**src/rtl/vending_pkg.sv**
```systemverilog
// Shared definitions for the multi-product vending machine: FSM encoding and
// coin values expressed in 5-cent units.
package vending_pkg;

  typedef enum logic [1:0] {
    ST_IDLE     = 2'd0,
    ST_CREDIT   = 2'd1,
    ST_DISPENSE = 2'd2,
    ST_CHANGE   = 2'd3
  } state_t;

  localparam int NICKEL_V  = 1;
  localparam int DIME_V    = 2;
  localparam int QUARTER_V = 5;

endpackage

```
**src/rtl/change_dispenser.sv**
```systemverilog
// Greedy coin picker: given the amount still owed, selects the single largest
// coin that fits and reports its value so the caller can decrement credit.
module change_dispenser
  import vending_pkg::*;
#(
  parameter int CREDIT_W = 6
) (
  input  logic [CREDIT_W-1:0] remaining,
  output logic                ret_quarter,
  output logic                ret_dime,
  output logic                ret_nickel,
  output logic [CREDIT_W-1:0] dec
);

  always_comb begin
    ret_quarter = 1'b0;
    ret_dime    = 1'b0;
    ret_nickel  = 1'b0;
    dec         = '0;
    if (remaining >= CREDIT_W'(QUARTER_V)) begin
      ret_quarter = 1'b1;
      dec         = CREDIT_W'(QUARTER_V);
    end else if (remaining >= CREDIT_W'(DIME_V)) begin
      ret_dime = 1'b1;
      dec      = CREDIT_W'(DIME_V);
    end else if (remaining != '0) begin
      ret_nickel = 1'b1;
      dec        = CREDIT_W'(NICKEL_V);
    end
  end

endmodule

```
**src/rtl/vending_machine_multi.sv**
```systemverilog
// Multi-product vending machine: accepts coins up to a ceiling, vends a priced
// product on request and returns any remainder one coin per cycle.
module vending_machine_multi
  import vending_pkg::*;
#(
  parameter int NUM_PRODUCTS = 4,
  parameter int CREDIT_W = 6,
  parameter int MAX_CREDIT = 40,
  parameter logic [NUM_PRODUCTS*CREDIT_W-1:0] PRICES = {6'd13, 6'd10, 6'd7, 6'd5},
  localparam int SEL_W = (NUM_PRODUCTS > 1) ? $clog2(NUM_PRODUCTS) : 1
) (
  input  logic                clk,
  input  logic                reset,
  input  logic                nickel,
  input  logic                dime,
  input  logic                quarter,
  input  logic                select,
  input  logic [SEL_W-1:0]    sel_id,
  input  logic                cancel,
  output logic                dispense,
  output logic [SEL_W-1:0]    dispense_id,
  output logic                returnQuarter,
  output logic                returnDime,
  output logic                returnNickel,
  output logic                coin_reject,
  output logic                sel_error,
  output logic [CREDIT_W-1:0] credit,
  output logic                busy
);

  state_t              state;
  logic [SEL_W-1:0]    vend_id;
  logic [CREDIT_W-1:0] vend_price;

  logic [CREDIT_W-1:0] coin_v;
  logic                one_coin;
  logic                any_coin;
  logic [CREDIT_W:0]   credit_sum;
  logic                coin_ok;
  logic [CREDIT_W-1:0] price;
  logic                sel_valid;
  logic                can_vend;

  logic                chg_q;
  logic                chg_d;
  logic                chg_n;
  logic [CREDIT_W-1:0] chg_dec;

  // Exactly one coin line must be high for the coin to have a value.
  always_comb begin
    coin_v   = '0;
    one_coin = 1'b0;
    case ({quarter, dime, nickel})
      3'b001: begin coin_v = CREDIT_W'(NICKEL_V);  one_coin = 1'b1; end
      3'b010: begin coin_v = CREDIT_W'(DIME_V);    one_coin = 1'b1; end
      3'b100: begin coin_v = CREDIT_W'(QUARTER_V); one_coin = 1'b1; end
      default: begin coin_v = '0; one_coin = 1'b0; end
    endcase
  end

  assign any_coin   = nickel | dime | quarter;
  assign credit_sum = {1'b0, credit} + {1'b0, coin_v};
  assign coin_ok    = one_coin && (credit_sum <= (CREDIT_W+1)'(MAX_CREDIT));

  // Out-of-range indices simply never match, leaving sel_valid low.
  always_comb begin
    price     = '0;
    sel_valid = 1'b0;
    for (int i = 0; i < NUM_PRODUCTS; i++) begin
      if (int'(sel_id) == i) begin
        price     = PRICES[i*CREDIT_W +: CREDIT_W];
        sel_valid = 1'b1;
      end
    end
  end

  assign can_vend = sel_valid && (credit >= price);

  change_dispenser #(.CREDIT_W(CREDIT_W)) u_change (
    .remaining   (credit),
    .ret_quarter (chg_q),
    .ret_dime    (chg_d),
    .ret_nickel  (chg_n),
    .dec         (chg_dec)
  );

  always_ff @(posedge clk or posedge reset) begin
    if (reset) begin
      state         <= ST_IDLE;
      credit        <= '0;
      vend_id       <= '0;
      vend_price    <= '0;
      dispense      <= 1'b0;
      dispense_id   <= '0;
      returnQuarter <= 1'b0;
      returnDime    <= 1'b0;
      returnNickel  <= 1'b0;
      coin_reject   <= 1'b0;
      sel_error     <= 1'b0;
      busy          <= 1'b0;
    end else begin
      dispense      <= 1'b0;
      dispense_id   <= '0;
      returnQuarter <= 1'b0;
      returnDime    <= 1'b0;
      returnNickel  <= 1'b0;
      coin_reject   <= 1'b0;
      sel_error     <= 1'b0;
      case (state)
        ST_IDLE, ST_CREDIT: begin
          if (cancel) begin
            // Cancel outranks coins and select; a coin offered alongside it is refused.
            coin_reject <= any_coin;
            if (state == ST_CREDIT) begin
              state <= ST_CHANGE;
              busy  <= 1'b1;
            end
          end else if (any_coin) begin
            if (coin_ok) begin
              credit <= credit_sum[CREDIT_W-1:0];
              state  <= ST_CREDIT;
            end else begin
              coin_reject <= 1'b1;
            end
          end else if (select && (state == ST_CREDIT)) begin
            if (can_vend) begin
              state      <= ST_DISPENSE;
              busy       <= 1'b1;
              vend_id    <= sel_id;
              vend_price <= price;
            end else begin
              sel_error <= 1'b1;
            end
          end
        end
        ST_DISPENSE: begin
          coin_reject <= any_coin;
          dispense    <= 1'b1;
          dispense_id <= vend_id;
          credit      <= credit - vend_price;
          if (credit == vend_price) begin
            state <= ST_IDLE;
            busy  <= 1'b0;
          end else begin
            state <= ST_CHANGE;
          end
        end
        ST_CHANGE: begin
          coin_reject   <= any_coin;
          returnQuarter <= chg_q;
          returnDime    <= chg_d;
          returnNickel  <= chg_n;
          credit        <= credit - chg_dec;
          if (credit == chg_dec) begin
            state <= ST_IDLE;
            busy  <= 1'b0;
          end
        end
        default: begin
          state <= ST_IDLE;
          busy  <= 1'b0;
        end
      endcase
    end
  end

endmodule
```
**config.mk**
```make
export PLATFORM = sky130hd
export DESIGN_NAME = vending_machine_multi
export DESIGN_NICKNAME = d
export VERILOG_FILES = /design/src/rtl/vending_pkg.sv /design/src/rtl/change_dispenser.sv /design/src/rtl/vending_machine_multi.sv
export SDC_FILE = /design/constraint.sdc
export NUM_CORES = 1
export LEC_CHECK = 0
export ABC_AREA = 1
export CAP_MARGIN = 20
export CORE_MARGIN = 2
export CORE_UTILIZATION = 26
export CTS_CLUSTER_SIZE = 14
export DETAILED_ROUTE_END_ITERATION = 7
export PLACE_DENSITY = 0.46
export SKIP_LAST_GASP = 1
export SYNTH_ARGS = -nofsm -noshare
export SYNTH_HDL_FRONTEND = slang
export SYNTH_HIERARCHICAL = 1
export SYNTH_SLANG_ARGS = --single-unit
```
**constraint.sdc**
```tcl
create_clock -name clk -period 2.9 [get_ports clk]
set_clock_uncertainty 0.05 [all_clocks]
set_input_delay 0.725 -clock clk [delete_from_list [all_inputs] [get_ports clk]]
set_output_delay 0.725 -clock clk [all_outputs]
set_load 0.005 [all_outputs]
```
==> impl_metrics.json, run 1 <==
{
  "wl_met1_um": 2420,
  "initial_core_util": 0.273,
  "power.share.clock": 0.112,
  "cellPowerDensity_mw_per_mm2": 997,
  "yosysSeqAreaShare": 0.275,
  "cts_tree": "done",
  "antenna_found_initial": 0,
  "grt_first_pass_wirelength_um": 8780,
  "portBuffers": 23,
  "final_cell_mix": "nand2_1, inv_1, nand3_1",
  "cts.clk_slew.worst_paths_ns": 0.08,
  "fin_crit_sh": 0.947,
  "place_inst": 426,
  "holdWs_ns": 0.448,
  "clock-sinks": 22,
  "top_layer": "met4",
  "dp_hpwl_um": 4130,
  "root_buffer": "clkbuf_8",
  "yosysUniqueCellTypes": 28,
  "numCtsBuffers": 3,
  "post-route-util": 0.347,
  "route.met2.wl_um": 2300,
  "grt_pass1_vias": 1851,
  "track_usage": 0.130,
  "clk_latency_ns": 0.26,
  "drive_gt1_frac": 0.163,
  "cts_max_path_buffers": 2,
  "end_kind": "register",
  "synthToLayoutAreaGrowth_pct": 27.2,
  "crit_top_cell": "nand2_1",
  "cp_slowest_cell": "fa_2",
  "hold_viol_final": 0,
  "synthMuxAreaShare": 0,
  "rows": 31,
  "cp_cell_sequence": "clkdlybuf4s50_1 -> nor2_2 -> nand2_1 -> nand2_2 -> ha_4 -> fa_2 -> nor2_1 -> nand3_1 -> nand3_1 -> nand2_1 -> nand2_2 -> nand3_4 -> nand2_4 -> nand2_1 -> nand2_1",
  "ys_seq_elements": 22,
  "dpl_worst_slack_ns": -0.204,
  "io_pins": 24,
  "grt_max_degree": 23,
  "die_h_um": 91.7,
  "worst_slack_ns": 0.155,
  "p_comb_frac": 0.673,
  "grt.overflow.total": 0,
  "max_cap_viol_count": 0,
  "seq_area_um2": 551,
  "grt_setup_unrepaired": "yes",
  "synth_top_area_frac": 0.275,
  "path_buf_inv": 1,
  "h-tree-depth": 1,
  "fmax_mhz": 364,
  "ys_warn_count": 6,
  "drc": 0,
  "reg2reg_slack_ns": 0.51,
  "crit_arrival_ns": 2.85,
  "p_int_mw": 1.30,
  "holdBufCountCts": 0,
  "synth-xor-area-share": 0.00438,
  "synth-simple-area-share": 0.375,
  "design_area_mm2": 0.00254,
  "cp_slowest_stage_delay_ns": 0.54,
  "fin_cells": 431,
  "synth_area_mm2": 0.00200,
  "ys_top_cells_by_area": "dfrtp_1, nand2_1, ha_1",
  "start_kind": "input pin",
  "path_delay_family": "simple AND/OR/NAND/NOR gates",
  "routed_via_density": 4.33,
  "multiInputGateArea_mm2": 0.00125,
  "ant_nets": 0,
  "final_nets": 364,
  "switchingPower_mw": 1.23,
  "required_ns": 3.00,
  "place.gp.congestion": 0.885,
  "period_needed_ns": 2.75,
  "n_antenna_cell": 0,
  "die_x_um": 91.7,
  "die_area_mm2": 0.00841,
  "path_class": "input pin to register",
  "p_seq_frac": 0.215,
  "wl_met3_um": 175,
  "p_sw_frac": 0.487,
  "totalWireLength_um": 5000,
  "synth-compound-area-share": 0.0782,
  "placed_cell_area_mm2": 0.00244,
  "drv_slew": 0,
  "fillers": 798,
  "outcome": "completed",
  "ir_drop_mv": 0.242,
  "drt-initial-drc-count": 67,
  "path_max_fanout": 7,
  "yosysTopAreaCell": "dfrtp_1",
  "leakagePower_nw": 1.31,
  "setup_viol": 0,
  "firstDrtPassIters": 4,
  "synthAdderAreaFrac": 0.149,
  "syn_area_per_cell_um2": 6.85,
  "mostFrequentLayoutCell": "nand2_1",
  "synth_top_family_by_area": "simple AND/OR/NAND/NOR gates",
  "synthCells": 292,
  "routedWlPerCell_um": 11.6,
  "core_mm2": 0.00733,
  "hp-class": "register to register",
  "routed-via-count": 1865
}
[routing by layer]
| metal | vias up | GRT usage |
|---|---|---|
| li1 | 1002 | - |
| met1 | 828 | 0.175 |
| met2 | 29 | 0.218 |
| met3 | 6 | 0.0214 |
| met4 | 0 | 0.0336 |
| met5 | - | 0 |
[kinds of logic (layout without fill, tap and decap cells)]
kind of cell / Yosys count / after routing
buffers and inverters: 57 / 95
adders and majority gates: 22 / 22
DFF: 22 / 22
and+or+nand+nor: 162 / 162
AOI/OAI and AO/OA: 27 / 27
xor gates and xnor gates: 1 / 1
other: 1 / 3
[area by class of cell]
cell class              instances  area share
multi-input cells             215       0.491
flip-flops and latches         22       0.216
repair buffers                 40       0.141
inverters                      51      0.0753
well taps                      99      0.0487
clock buffers                   3      0.0162
clock inverters                 1      0.0118
[path summary, 6_finish.rpt]
check | start | to | cells after the start
setup / recovery | nickel | credit[1] | 15
hold / removal | vend_price[3] | vend_price[3] | 2
setup reg to reg | credit[2] | credit[4] | 12
hold reg to reg | vend_price[3] | vend_price[3] | 2
max in group asynchronous | reset | busy | 3
min in group asynchronous | reset | coin_reject | 3
[cell usage after synthesis (all sizes together)]
master,count
o211ai,2
nand4,6
inv,51
nand3,36
ha,19
dfrtp,22
conb,1
buf,6
nand2,91
o21ai,13
nor3,1
a21oi,10
fa,3
o22ai,1
o221ai,1
xor2,1
nor2,28
[flip-flops by register name, indices dropped and copies added, names as in the netlist, 2 cells and up]
register / cells
credit: 6
dispense_id: 2
vend_id: 2
state: 2
vend_price: 3
[repair_timing]
item	in CTS	in global routing
endpoints found under the setup margin	0	9
resized for setup	0	6
buffers inserted	0	1
[tightest hold or removal path, cell delays in order, from the launching register on]
cell	delay, ns
dfrtp_1	0.35
nand2_1	0.05
o21ai_1	0.06
[per-stage QoR]
step | TNS (ns) | total power [mW]
2_1_floorplan | 0 | 1.71
3_3_place_gp | -0.979 | 2.25
3_5_place_dp | -1.67 | 2.24
4_1_cts | 0 | 2.55
5_1_grt | -0.000374 | 2.84
6_report | 0 | 2.53
[power by group through the flow]
stage	sequential, mW	clock, mW	combinational (mW)
2_1_floorplan	0.564	0	1.14
3_3_place_gp	0.551	0	1.70
3_5_place_dp	0.550	0	1.69
4_1_cts	0.545	0.296	1.70
5_1_grt	0.565	0.304	1.97
6_report	0.545	0.285	1.71
(Power assumes the default switching activity.)
==> run 2, diff against run 1 <==
--- a/config.mk
+++ b/config.mk
@@ -7,7 +7,7 @@
 export LEC_CHECK = 0
 export ABC_AREA = 1
 export CAP_MARGIN = 20
-export CORE_MARGIN = 2
+export CORE_MARGIN = 1
 export CORE_UTILIZATION = 26
 export CTS_CLUSTER_SIZE = 14
 export DETAILED_ROUTE_END_ITERATION = 7
==> run 2 against run 1 <==
Compared with the run above:
- largest cell class unchanged
- register-to-register slack gained 0.03 ns
- die area shrank 4.3%
- global-route usage grew 0.99 points
- combinational power is essentially flat
- highest routed layer unchanged
- critical endpoint is now state[0]
- utilization shrank 0.17 points
==> impl_metrics.json, run 2 (same netlist as run 1, synthesis figures left out) <==
{
  "clock-sinks": 22,
  "regMostFlops": "credit",
  "routed_via_density": 4.33,
  "final_cell_mix": "nand2_1, inv_1, nand3_1",
  "cts_max_path_buffers": 2,
  "grt_first_pass_wirelength_um": 8440,
  "grt_max_degree": 23,
  "grt.overflow.total": 0,
  "p_sw_frac": 0.489,
  "portBuffers": 23,
  "seq_area_um2": 551,
  "leakagePower_nw": 1.29,
  "fin_crit_sh": 0.956,
  "die_h_um": 89.7,
  "totalWireLength_um": 5000,
  "initial_core_util": 0.273,
  "crit_top_cell": "nand2_1",
  "firstDrtPassIters": 4,
  "cp_slowest_cell": "clkdlybuf4s50_1",
  "die_x_um": 89.7,
  "largest_reg_flops": 6,
  "setup_viol": 0,
  "start_kind": "input pin",
  "n_antenna_cell": 0,
  "multiInputGateArea_mm2": 0.00124,
  "p_int_mw": 1.30,
  "numCtsBuffers": 3,
  "crit_arrival_ns": 2.88,
  "tns_ns": 0,
  "ir_drop_mv": 0.230,
  "period_needed_ns": 2.77,
  "grt_pass1_vias": 1750,
  "drive_gt1_frac": 0.160,
  "track_usage": 0.140,
  "dp_hpwl_um": 4110,
  "p_seq_frac": 0.212,
  "die_area_mm2": 0.00805,
  "h-tree-depth": 1,
  "routedWlPerCell_um": 11.6,
  "worst_slack_ns": 0.129,
  "path_class": "input pin to register",
  "cts.clk_slew.worst_paths_ns": 0.08,
  "mostFrequentLayoutCell": "nand2_1",
  "dpl_worst_slack_ns": -0.207,
  "switchingPower_mw": 1.24,
  "path_max_fanout": 3,
  "fmax_mhz": 361,
  "routed-via-count": 1860,
  "fillers": 792,
  "power.share.clock": 0.114,
  "place.gp.congestion": 0.807,
  "drc": 0,
  "holdWs_ns": 0.440,
  "antenna_found_initial": 0,
  "ant_nets": 0,
  "holdBufCountCts": 0,
  "io_pins": 24,
  "max_cap_viol_count": 0,
  "clk_latency_ns": 0.27,
  "post_cts_buffers": 0,
  "cp_slowest_stage_delay_ns": 0.45,
  "grt_setup_unrepaired": "no",
  "core_mm2": 0.00733,
  "reg_top3": "credit x6, vend_price x3",
  "rows": 31,
  "hp-class": "register to register",
  "outcome": "completed",
  "root_buffer": "clkbuf_8",
  "drv_slew": 0,
  "required_ns": 3.00,
  "cts_tree": "done",
  "final_nets": 363,
  "p_comb_frac": 0.674,
  "hold_viol_final": 0,
  "drt-initial-drc-count": 47,
  "end_kind": "register",
  "cellPowerDensity_mw_per_mm2": 1000,
  "synthToLayoutAreaGrowth_pct": 26.6,
  "cp_cell_sequence": "clkdlybuf4s50_1 -> nor2_2 -> nand2_1 -> nand2_2 -> ha_4 -> fa_2 -> nor2_1 -> nand3_1 -> nand3_1 -> nand2_1 -> nand2_2 -> nand2_1 -> nand2_1 -> nand2_1 -> nand2_1 -> nand2_1"
}
==> run 2: cell types whose count changed in the layout (fill, tap and decap cells not counted), sizes merged <==
cell / delta
buf: -1
==> run 2: worst max-delay path: cells and delay by family <==
kind / cells / cell delay, ns
buffers and inverters: 1 / 0.45
adder cells (fa/ha/maj): 2 / 0.60
AND/OR/NAND/NOR: 13 / 1.10
==> run 2: area by class of cell <==
cell class	count	area share
clock buffer	3	0.0163
clock inverter	1	0.0119
timing repair buffer	39	0.138
tap	99	0.0489
inverter	51	0.0756
sequential	22	0.217
multi-input combinational	215	0.491
==> run 2: what timing repair did <==
action	in CTS	in global routing
setup endpoints to repair	0	8
endpoints found under the hold margin	0	0
resized for setup	0	5
==> run 2: per-layer routing <==
layer  GRT usage  part of all wire  vias to the layer above
met5           0                 0                        -
met4      0.0404             0.017                        0
met3      0.0238             0.035                        6
met2       0.236              0.47                       38
met1       0.183              0.48                      813
li1            -                 -                     1003
==> run 2: per-stage QoR <==
stage | cells | instance area (um^2) | util | total power [mW]
2_1_floorplan | 294 | 2010 | - | 1.71
3_3_place_gp | 426 | 2440 | 0.333 | 2.25
3_5_place_dp | 426 | 2440 | 0.333 | 2.25
4_1_cts | 430 | 2510 | 0.343 | 2.55
5_1_grt | 430 | 2530 | 0.345 | 2.83
6_report | 430 | 2530 | 0.345 | 2.54
==> run 2: worst paths after layout <==
kind,startpoint,end,slack (ns),depth (start not counted)
max in group asynchronous,reset,credit[3],1.83,3
worst min register to register,busy,busy,0.44,2
worst min-delay path,busy,busy,0.44,2
worst max-delay path,nickel,state[0],0.13,16
min in group asynchronous,reset,sel_error,0.74,3
worst max register to register,credit[2],credit[4],0.54,12
==> run 2: power groups by stage <==
stage | logic, mW | registers, mW | clock network (mW)
2_1_floorplan | 1.14 | 0.564 | 0
3_3_place_gp | 1.70 | 0.547 | 0
3_5_place_dp | 1.70 | 0.546 | 0
4_1_cts | 1.71 | 0.539 | 0.299
5_1_grt | 1.96 | 0.558 | 0.308
6_report | 1.71 | 0.539 | 0.288
